--- config.mk ---
export PLATFORM = sky130hd
export DESIGN_NAME = sp_ram_bist_flat
export DESIGN_NICKNAME = d
export VERILOG_FILES = /design/src/rtl/sp_ram_bist_if.sv /design/src/rtl/sp_ram_bist.sv /design/src/flat_wrapper.sv
export SDC_FILE = /design/constraint.sdc
export NUM_CORES = 1
export LEC_CHECK = 0
export CORE_ASPECT_RATIO = 0.9
export CORE_MARGIN = 2
export CORE_UTILIZATION = 48
export CTS_CLUSTER_DIAMETER = 40
export DETAILED_ROUTE_END_ITERATION = 12
export PLACE_DENSITY = 0.81
export SYNTH_ARGS = -nofsm -noshare
export SYNTH_HDL_FRONTEND = slang
export SYNTH_SLANG_ARGS = --single-unit
--- constraint.sdc ---
create_clock -name clk -period 2.7 [get_ports clk]
set_clock_uncertainty 0.1 [all_clocks]
set_input_delay 0.27 -clock clk [delete_from_list [all_inputs] [get_ports clk]]
set_output_delay 0.27 -clock clk [all_outputs]
set_load 0.1 [all_outputs]
--- src/rtl/sp_ram_bist_if.sv ---
// RAM-side bus between the march-test controller and the single-port RAM.
// The controller drives address/data/write-enable and consumes the read word.
interface sp_ram_bist_if #(
    parameter int DATA_WIDTH = 32,
    parameter int ADDR_WIDTH = 10
);
    logic [DATA_WIDTH-1:0] ram_data;
    logic [ADDR_WIDTH-1:0] ram_addr;
    logic                  ram_we;
    logic [DATA_WIDTH-1:0] ram_q;

    modport master (
        output ram_data,
        output ram_addr,
        output ram_we,
        input  ram_q
    );

    modport slave (
        input  ram_data,
        input  ram_addr,
        input  ram_we,
        output ram_q
    );
endinterface

--- src/rtl/sp_ram_bist.sv ---
// Four-phase march BIST (write P up, read P up, write ~P down, read ~P down)
// for a single-port RAM with one-cycle registered read data.
module sp_ram_bist #(
    parameter int                    DATA_WIDTH = 32,
    parameter int                    ADDR_WIDTH = 10,
    parameter int                    DEPTH      = 1024,
    parameter logic [DATA_WIDTH-1:0] PATTERN    = {(DATA_WIDTH/2){2'b01}}
) (
    input  logic                  clk,
    input  logic                  rst,
    input  logic                  start,
    output logic                  busy,
    output logic                  done,
    output logic                  pass,
    output logic [ADDR_WIDTH-1:0] fail_addr,
    output logic [15:0]           fail_cnt,
    sp_ram_bist_if.master         ram
);
    localparam logic [ADDR_WIDTH-1:0] LAST_ADDR = ADDR_WIDTH'(DEPTH - 1);

    typedef enum logic [2:0] {
        S_IDLE, S_WR_P, S_RD_P, S_WR_N, S_RD_N, S_DRAIN
    } state_t;

    state_t                r_state;
    state_t                w_state_next;
    logic                  r_busy, r_done, r_pass, r_ram_we;
    logic [ADDR_WIDTH-1:0] r_fail_addr, r_ram_addr, r_cmp_addr;
    logic [15:0]           r_fail_cnt;
    logic [DATA_WIDTH-1:0] r_ram_data, r_cmp_exp;
    logic                  r_cmp_valid;

    logic                  w_busy_next, w_done_next, w_pass_next, w_we_next;
    logic [ADDR_WIDTH-1:0] w_addr_next, w_fail_addr_next;
    logic [DATA_WIDTH-1:0] w_data_next;
    logic [15:0]           w_fail_cnt_next;
    logic                  w_term, w_start_ok, w_mismatch, w_cmp_issue;

    assign w_start_ok  = (r_state == S_IDLE) && start;
    assign w_cmp_issue = (r_state == S_RD_P) || (r_state == S_RD_N);

    // Ascending phases end on the top address, descending phases on zero.
    always_comb begin
        w_term = 1'b0;
        case (r_state)
            S_WR_P, S_RD_P: w_term = (r_ram_addr == LAST_ADDR);
            S_WR_N, S_RD_N: w_term = (r_ram_addr == '0);
            default:        w_term = 1'b0;
        endcase
    end

    always_comb begin
        w_state_next = r_state;
        case (r_state)
            S_IDLE:  if (start)  w_state_next = S_WR_P;
            S_WR_P:  if (w_term) w_state_next = S_RD_P;
            S_RD_P:  if (w_term) w_state_next = S_WR_N;
            S_WR_N:  if (w_term) w_state_next = S_RD_N;
            S_RD_N:  if (w_term) w_state_next = S_DRAIN;
            S_DRAIN: w_state_next = S_IDLE;
            default: w_state_next = S_IDLE;
        endcase
    end

    // The compare runs one cycle behind each read, independent of the state.
    always_comb begin
        w_mismatch       = r_cmp_valid && (ram.ram_q !== r_cmp_exp);
        w_fail_cnt_next  = r_fail_cnt;
        w_fail_addr_next = r_fail_addr;
        if (w_start_ok) begin
            w_fail_cnt_next  = '0;
            w_fail_addr_next = '0;
        end else if (w_mismatch) begin
            if (r_fail_cnt != 16'hFFFF)
                w_fail_cnt_next = r_fail_cnt + 16'd1;
            if (r_fail_cnt == 16'd0)
                w_fail_addr_next = r_cmp_addr;
        end
    end

    // Outputs are registered, so this block computes the operation of the next cycle.
    always_comb begin
        w_busy_next = r_busy;
        w_done_next = 1'b0;
        w_pass_next = r_pass;
        w_we_next   = 1'b0;
        w_addr_next = r_ram_addr;
        w_data_next = r_ram_data;
        case (r_state)
            S_IDLE: if (start) begin
                w_busy_next = 1'b1;
                w_pass_next = 1'b0;
                w_we_next   = 1'b1;
                w_addr_next = '0;
                w_data_next = PATTERN;
            end
            S_WR_P: begin
                w_we_next   = !w_term;
                w_addr_next = w_term ? '0 : r_ram_addr + ADDR_WIDTH'(1);
            end
            S_RD_P: begin
                w_we_next   = w_term;
                w_addr_next = w_term ? LAST_ADDR : r_ram_addr + ADDR_WIDTH'(1);
                if (w_term) w_data_next = ~PATTERN;
            end
            S_WR_N: begin
                w_we_next   = !w_term;
                w_addr_next = w_term ? LAST_ADDR : r_ram_addr - ADDR_WIDTH'(1);
            end
            S_RD_N: begin
                if (!w_term) w_addr_next = r_ram_addr - ADDR_WIDTH'(1);
            end
            S_DRAIN: begin
                w_busy_next = 1'b0;
                w_done_next = 1'b1;
                w_pass_next = (w_fail_cnt_next == 16'd0);
            end
            default: w_busy_next = 1'b0;
        endcase
    end

    always_ff @(posedge clk) begin
        if (rst) begin
            r_state     <= S_IDLE;
            r_busy      <= 1'b0;
            r_done      <= 1'b0;
            r_pass      <= 1'b0;
            r_fail_addr <= '0;
            r_fail_cnt  <= '0;
            r_ram_data  <= '0;
            r_ram_addr  <= '0;
            r_ram_we    <= 1'b0;
            r_cmp_valid <= 1'b0;
            r_cmp_exp   <= '0;
            r_cmp_addr  <= '0;
        end else begin
            r_state     <= w_state_next;
            r_busy      <= w_busy_next;
            r_done      <= w_done_next;
            r_pass      <= w_pass_next;
            r_fail_addr <= w_fail_addr_next;
            r_fail_cnt  <= w_fail_cnt_next;
            r_ram_data  <= w_data_next;
            r_ram_addr  <= w_addr_next;
            r_ram_we    <= w_we_next;
            r_cmp_valid <= w_cmp_issue;
            r_cmp_exp   <= (r_state == S_RD_P) ? PATTERN : ~PATTERN;
            r_cmp_addr  <= r_ram_addr;
        end
    end

    assign busy         = r_busy;
    assign done         = r_done;
    assign pass         = r_pass;
    assign fail_addr    = r_fail_addr;
    assign fail_cnt     = r_fail_cnt;
    assign ram.ram_data = r_ram_data;
    assign ram.ram_addr = r_ram_addr;
    assign ram.ram_we   = r_ram_we;
endmodule

--- src/flat_wrapper.sv ---
// flat-port wrapper written by rule: the top's interface ports become plain ports
module sp_ram_bist_flat 
#(
    parameter int                    DATA_WIDTH = 32,
    parameter int                    ADDR_WIDTH = 10,
    parameter int                    DEPTH      = 1024,
    parameter logic [DATA_WIDTH-1:0] PATTERN    = {(DATA_WIDTH/2){2'b01}}
)
  (clk, rst, start, busy, done, pass, fail_addr, fail_cnt, ram_ram_data, ram_ram_addr, ram_ram_we, ram_ram_q);
  sp_ram_bist_if #(.DATA_WIDTH(DATA_WIDTH), .ADDR_WIDTH(ADDR_WIDTH)) ram_i ();
  input  logic clk;
  input  logic rst;
  input  logic start;
  output logic busy;
  output logic done;
  output logic pass;
  output logic [ADDR_WIDTH-1:0] fail_addr;
  output logic [15:0] fail_cnt;
  output wire logic [$bits(ram_i.ram_data)-1:0] ram_ram_data;
  output wire logic [$bits(ram_i.ram_addr)-1:0] ram_ram_addr;
  output wire logic [$bits(ram_i.ram_we)-1:0] ram_ram_we;
  input wire logic [$bits(ram_i.ram_q)-1:0] ram_ram_q;
  assign ram_ram_data = ram_i.ram_data;
  assign ram_ram_addr = ram_i.ram_addr;
  assign ram_ram_we = ram_i.ram_we;
  assign ram_i.ram_q = ram_ram_q;
  sp_ram_bist #(.DATA_WIDTH(DATA_WIDTH), .ADDR_WIDTH(ADDR_WIDTH), .DEPTH(DEPTH), .PATTERN(PATTERN)) u_core (.clk(clk), .rst(rst), .start(start), .busy(busy), .done(done), .pass(pass), .fail_addr(fail_addr), .fail_cnt(fail_cnt), .ram(ram_i));
endmodule
==> impl_metrics.env, run 1 <==
export IMPL_synthFlopType="dfxtp_1"
export IMPL_worst_ep_required_time_ns=2.87
export IMPL_busiest_layer="met2"
export IMPL_first_pass_iters=5
export IMPL_cp_start_kind="input pin"
export IMPL_critical_path_endpoint_type="flip-flop"
export IMPL_num_vias=3734
export IMPL_htreeDepth=3
export IMPL_via_per_inst=5.727
export IMPL_dp_slack_ns=-0.2861
export IMPL_synth_fp_nets=498
export IMPL_synth_warnings=0
export IMPL_startpoint="ram_ram_q[5]"
export IMPL_insertion_delay_ns=0.34
export IMPL_grt_pass1_wl_mm=16.97
export IMPL_cpPeakStageDelay_ns=0.54
export IMPL_r2r_start="u_core.ram.ram_addr[1]"
export IMPL_max_freq_mhz=380.5
export IMPL_root_buffer="clkbuf_8"
export IMPL_antenna_found_initial=0
export IMPL_die_w_um=96.81
export IMPL_netlist_cell_type_count=67
export IMPL_drc=0
export IMPL_drv_slew=0
export IMPL_p_leak_nw=2.066
export IMPL_grt_pass1_vias=3326
export IMPL_place_congestion=0.9885
export IMPL_io_buffers=106
export IMPL_seq_area_frac_synth_pct=31.20
export IMPL_ys_async_sr_fraction_pct=0
export IMPL_numCtsBuffers=9
export IMPL_cts_tree="yes"
export IMPL_holdCritPathClass="reg2reg"
export IMPL_synth_seq_cells=58
export IMPL_setup_slack_ns=0.07163
export IMPL_vdd_drop_max_mv=0.3423
export IMPL_cp_slowest_cell="or4_1"
export IMPL_syn_inst=458
export IMPL_path_buf_inv=1
export IMPL_synth_edf_count=0
export IMPL_outcome="complete, no violations"
export IMPL_grt_max_degree=25
export IMPL_die_area_um2=8474
export IMPL_mappedNetlistArea_um2=3721
export IMPL_fin_crit_sh_pct=97.35
export IMPL_critical_path_max_fanout=8
export IMPL_cts_buffer_depth=2
export IMPL_core_um2=7545
export IMPL_power_density_nw_per_um2=450.1
export IMPL_placed_cells=630
export IMPL_finalSetupViolCount=0
export IMPL_stdcell_count=652
export IMPL_holdBufCountCts=0
export IMPL_hpwl_mm=7.645
export IMPL_grtUsageMet3_pct=5.666
export IMPL_cts_num_sinks=58
export IMPL_io_pins=107
export IMPL_relSlewSlack_pct=52.33
export IMPL_finalHoldViolations=0
export IMPL_die_y_um=87.53
export IMPL_maxCapViolCount=0
export IMPL_routed_wl_mm=10.41
export IMPL_drt_iter0_markers=333
export IMPL_antenna_cells=0
export IMPL_cpMostUsedCell="or4_1"
export IMPL_clkTransAtPathRegs_ns=0.07
export IMPL_grt_setup_unrepaired="true"
export IMPL_rows=30
export IMPL_nets=591
export IMPL_min_from="u_core.r_cmp_addr[4]"
export IMPL_grt_total_usage_pct=24.28
export IMPL_p_total_mw=2.217
export IMPL_fillCellCount=638
export IMPL_layout_min_cycle_time_ns=2.628
export IMPL_ant_nets=0
export IMPL_cp_data_arrival_time_ns=2.80
export IMPL_tns_ns=0
export IMPL_crit_type="in2reg"
export IMPL_grt_overflow=0
export IMPL_synth_area_per_cell_um2=8.125
export IMPL_grtUsageMet2_pct=37.56
export IMPL_layout_drive_gt1_share_pct=31.83
export IMPL_cp_cell_sequence="clkdlybuf4s50_1 > or4_1 > nor4_2 > o22ai_2 > o21ai_4 > or4_1 > nand4_1 > a211o_1 > o21ai_1"
export IMPL_area_growth_pct=32.38
export IMPL_crit_family="simple AND/OR/NAND/NOR gates"
export IMPL_worstMarginPinSlew_ns=0.7096
export IMPL_initial_core_util_pct=49.32
export IMPL_use_met1_pct=34.23
export IMPL_wl_per_cell_um=15.96
==> cell type report <==
type,count,area [um2],share of cell area [%]
multi-input combinational,329,2186,44.37
sequential,58,1202,24.41
timing repair buffer,139,1141,23.16
clock buffer,9,123.9,2.515
tap,96,120.1,2.438
clock inverter,7,100.1,2.032
inverter,14,52.55,1.067
==> path summary, 6_finish.rpt <==
kind	slack, ns	to	cells after the start
setup / recovery	0.07	u_core.pass	9
hold / removal	0.36	u_core.fail_addr[4]	2
hold reg to reg	0.36	u_core.fail_addr[4]	2
setup reg to reg	0.12	u_core.r_state[2]	9
==> cells in the mapped netlist (all sizes together), types with 14 or more instances <==
library cell,count,share of area [%]
nand3,16,2.3
nand4,16,2.7
buf,36,7.0
nor2,42,4.3
dfxtp,58,31
inv,14,1.4
nor2b,14,2.4
nor3,21,2.8
a21oi,18,3.0
clkbuf,21,2.4
nand2,28,2.8
mux2i,14,3.8
o21ai,24,3.6
==> worst register-to-register path, cell delays in order (launching register included) <==
cell,delay (ns)
dfxtp_4,0.38
inv_1,0.08
ha_1,0.16
or4b_2,0.59
a2111o_1,0.32
o21ai_2,0.12
buf_4,0.20
nand2_1,0.07
or3_1,0.33
a21oi_1,0.15
==> layout by cell type, fill, tap and decap left out, types with 3 or more instances in the layout <==
cell type and n:
o22ai_1 3, o211ai_1 3, a211oi_1 6, or3_1 9, a22oi_1 9, xnor2_1 13
nand2_1 28, dfxtp_2 21, nand4_1 16, nor4_1 4, and4_1 5, a22o_1 4
o21ai_0 21, a21oi_1 16, clkdlybuf4s50_1 34, nor2b_1 14, mux2i_1 14, ha_1 5
xor2_1 10, clkbuf_8 9, and3_1 6, inv_1 14, o31ai_1 5, nor3_1 20
nand3_1 15, dfxtp_1 33, nor2_1 41, dfxtp_4 4, or4_1 5, a2bb2oi_1 3
or2_2 4, buf_4 104
==> through the flow <==
| step | instance area (um2) | hold WS, ns | util [%] |
|---|---|---|---|
| 5_1_grt | 4926 | 0.3847 | 65.29 |
| 3_5_place_dp | 4628 | 0.3500 | 61.34 |
| 2_1_floorplan | 3762 | 0.3365 | - |
| 4_1_cts | 4852 | 0.3698 | 64.31 |
| 3_3_place_gp | 4628 | 0.3430 | 61.34 |
| 6_report | 4926 | 0.3624 | 65.29 |
==> flip-flops by register name, summed over array words and instances (netlist names) <==
name,cells
u_core.fail_addr,10
u_core.ram.ram_we,1
u_core.r_cmp_addr,10
u_core.r_cmp_valid,1
u_core.r_cmp_exp,2
u_core.ram.ram_addr,10
u_core.fail_cnt,16
u_core.r_state,3
u_core.busy,1
u_core.ram.ram_data,2
u_core.done,1
u_core.pass,1
==> power by group <==
group	internal (mW)	leakage, nW	switching [mW]
combinational	0.127	1.47	0.300
sequential	0.861	0.483	0.0101
clock	0.528	0.111	0.391
total	1.52	2.07	0.701
==> kinds of logic after synthesis <==
logic type	synth area share, %
and+or+nand+nor	29.02
AOI/OAI and AO/OA	17.79
buffers and inverters	10.83
DFF	31.20
xor gates and xnor gates	5.413
muxes	4.068
adders and majority gates	1.681
==> routing by layer <==
metal  wire length [um]  part of all wire (%)
met3                915                   8.8
met4                132                   1.3
met2               4540                    44
met5                  0                     0
met1               4819                    46
==> timing repair <==
item | in CTS | in global routing
gates resized for setup | 0 | 5
setup endpoints to repair | 0 | 6
setup buffers | 0 | 6
Note: power is estimated with default switching activity, not from simulation.
==> run 2: changes to the inputs <==
--- a/config.mk
+++ b/config.mk
@@ -5,12 +5,13 @@
 export SDC_FILE = /design/constraint.sdc
 export NUM_CORES = 1
 export LEC_CHECK = 0
+export CAP_MARGIN = 10
 export CORE_ASPECT_RATIO = 0.9
 export CORE_MARGIN = 2
 export CORE_UTILIZATION = 48
 export CTS_CLUSTER_DIAMETER = 40
 export DETAILED_ROUTE_END_ITERATION = 12
-export PLACE_DENSITY = 0.81
+export PLACE_DENSITY_LB_ADDON = 0.12
 export SYNTH_ARGS = -nofsm -noshare
 export SYNTH_HDL_FRONTEND = slang
 export SYNTH_SLANG_ARGS = --single-unit
==> run 2 against run 1 <==
  * Utilization increased by 0.66 points
  * Flip-flop and latch count did not move
  * Clock-buffer cell count unchanged
  * Clock power down 0.8%
  * Die area unchanged
  * Critical path type is now reg2reg
  * Critical endpoint is now u_core.ram.ram_addr[8]
  * Highest routed layer unchanged
==> impl_metrics.env, run 2 (synthesis results as in run 1) <==
export IMPL_clkTransAtPathRegs_ns=0.07
export IMPL_insertion_delay_ns=0.34
export IMPL_die_w_um=96.81
export IMPL_grt_total_usage_pct=24.15
export IMPL_setup_slack_ns=0.1135
export IMPL_cts_tree="yes"
export IMPL_finalHoldViolations=0
export IMPL_worstMarginPinSlew_ns=0.6446
export IMPL_cp_start_kind="flip-flop"
export IMPL_grt_pass1_wl_mm=16.89
export IMPL_largest_reg_flops=16
export IMPL_routed_wl_mm=10.45
export IMPL_cp_data_arrival_time_ns=2.77
export IMPL_critical_path_max_fanout=8
export IMPL_initial_core_util_pct=49.32
export IMPL_ant_nets=0
export IMPL_place_congestion=0.9453
export IMPL_p_total_mw=2.209
export IMPL_min_from="u_core.r_cmp_addr[1]"
export IMPL_layout_drive_gt1_share_pct=32.68
export IMPL_outcome="complete, no violations"
export IMPL_drc=0
export IMPL_layout_commonest_cell="buf_4"
export IMPL_holdBufCountCts=0
export IMPL_layout_min_cycle_time_ns=2.587
export IMPL_grt_setup_unrepaired="false"
export IMPL_fin_crit_sh_pct=95.80
export IMPL_hpwl_mm=7.741
export IMPL_cp_slowest_cell="or4b_2"
export IMPL_antenna_found_initial=0
export IMPL_grt_pass1_vias=3453
export IMPL_relSlewSlack_pct=56.69
export IMPL_placed_cells=634
export IMPL_crit_type="reg2reg"
export IMPL_wl_per_cell_um=16.01
export IMPL_seqCellArea_um2=1202
export IMPL_r2r_start="u_core.ram.ram_addr[1]"
export IMPL_area_growth_pct=33.73
export IMPL_fin_util_pct=65.95
export IMPL_via_per_inst=5.842
export IMPL_worst_ep_required_time_ns=2.89
export IMPL_first_pass_iters=5
export IMPL_tns_ns=0
export IMPL_cpPeakStageDelay_ns=0.58
export IMPL_num_vias=3815
export IMPL_antenna_cells=0
export IMPL_numCtsBuffers=9
export IMPL_cts_num_sinks=58
export IMPL_startpoint="u_core.ram.ram_addr[1]"
export IMPL_p_leak_nw=2.075
export IMPL_rows=30
export IMPL_power_density_nw_per_um2=443.9
export IMPL_cp_cell_sequence="inv_1 > ha_1 > or4b_2 > a2111o_1 > o21ai_2 > o31ai_2 > a21oi_4 > buf_4 > a22o_1"
export IMPL_critical_path_endpoint_type="flip-flop"
export IMPL_root_buffer="clkbuf_8"
export IMPL_grt_max_degree=29
export IMPL_final_cell_mix="buf_4, nor2_1, clkdlybuf4s50_1"
export IMPL_maxCapViolCount=0
export IMPL_fillCellCount=633
export IMPL_htreeDepth=3
export IMPL_nets=592
export IMPL_cts_buffer_depth=2
export IMPL_dp_slack_ns=-0.2481
export IMPL_grt_overflow=0
export IMPL_vdd_drop_max_mv=0.3142
export IMPL_io_pins=107
export IMPL_core_um2=7545
export IMPL_drt_iter0_markers=381
export IMPL_holdCritPathClass="reg2reg"
export IMPL_max_freq_mhz=386.6
export IMPL_multi_input_area_um2=2226
export IMPL_finalSetupViolCount=0
export IMPL_drv_slew=0
export IMPL_die_area_um2=8474
export IMPL_stdcell_count=653
export IMPL_die_y_um=87.53
export IMPL_io_buffers=106
## run 2: per-stage QoR
step                      instance area (um2)  hold slack (ns)
after global placement                   4658           0.3437
after global routing                     4976           0.3845
after floorplan                          3762           0.3365
after detailed placement                 4658           0.3526
final                                    4976           0.3569
after CTS                                4881           0.3589
## run 2: area by class of cell
cell class / count / area share (%)
multi-input cells: 329 / 44.73
flip-flops and latches: 58 / 24.16
repair buffers: 140 / 23.16
clock buffers: 9 / 2.489
well taps: 96 / 2.414
clock inverters: 7 / 1.986
inverters: 14 / 1.056
## run 2: worst max-delay path: cells and delay by family, from the launching register on
kind	cells	cell delay (ns)
compound gates	5	1.07
fa+ha+maj	1	0.17
buf+inv	2	0.27
flops	1	0.34
simple gates	1	0.58
## run 2: metal layers
| metal | up-vias | track usage (%) | routed length (um) |
|---|---|---|---|
| met3 | 22 | 4.310 | 753 |
| li1 | 1825 | - | - |
| met2 | 200 | 39.71 | 4728 |
| met4 | 0 | 7.426 | 144 |
| met5 | - | 0 | 0 |
| met1 | 1768 | 32.79 | 4826 |
## run 2: where the power goes
group	switching (mW)	internal, mW	leakage (nW)	total [mW]
Combinational	0.302	0.125	1.48	0.427
Sequential	0.00939	0.861	0.483	0.870
Clock	0.386	0.527	0.115	0.912
## run 2: worst paths after layout
check	to	slack, ns	depth (start not counted)
setup / recovery	u_core.ram.ram_addr[8]	0.11	9
hold / removal	u_core.fail_addr[1]	0.36	2
setup reg to reg	u_core.ram.ram_addr[8]	0.11	9
hold reg to reg	u_core.fail_addr[1]	0.36	2
## run 2: repair_timing
action	CTS	global route
endpoints found under the setup margin	0	16
setup buffers	0	3
resized for setup	0	13
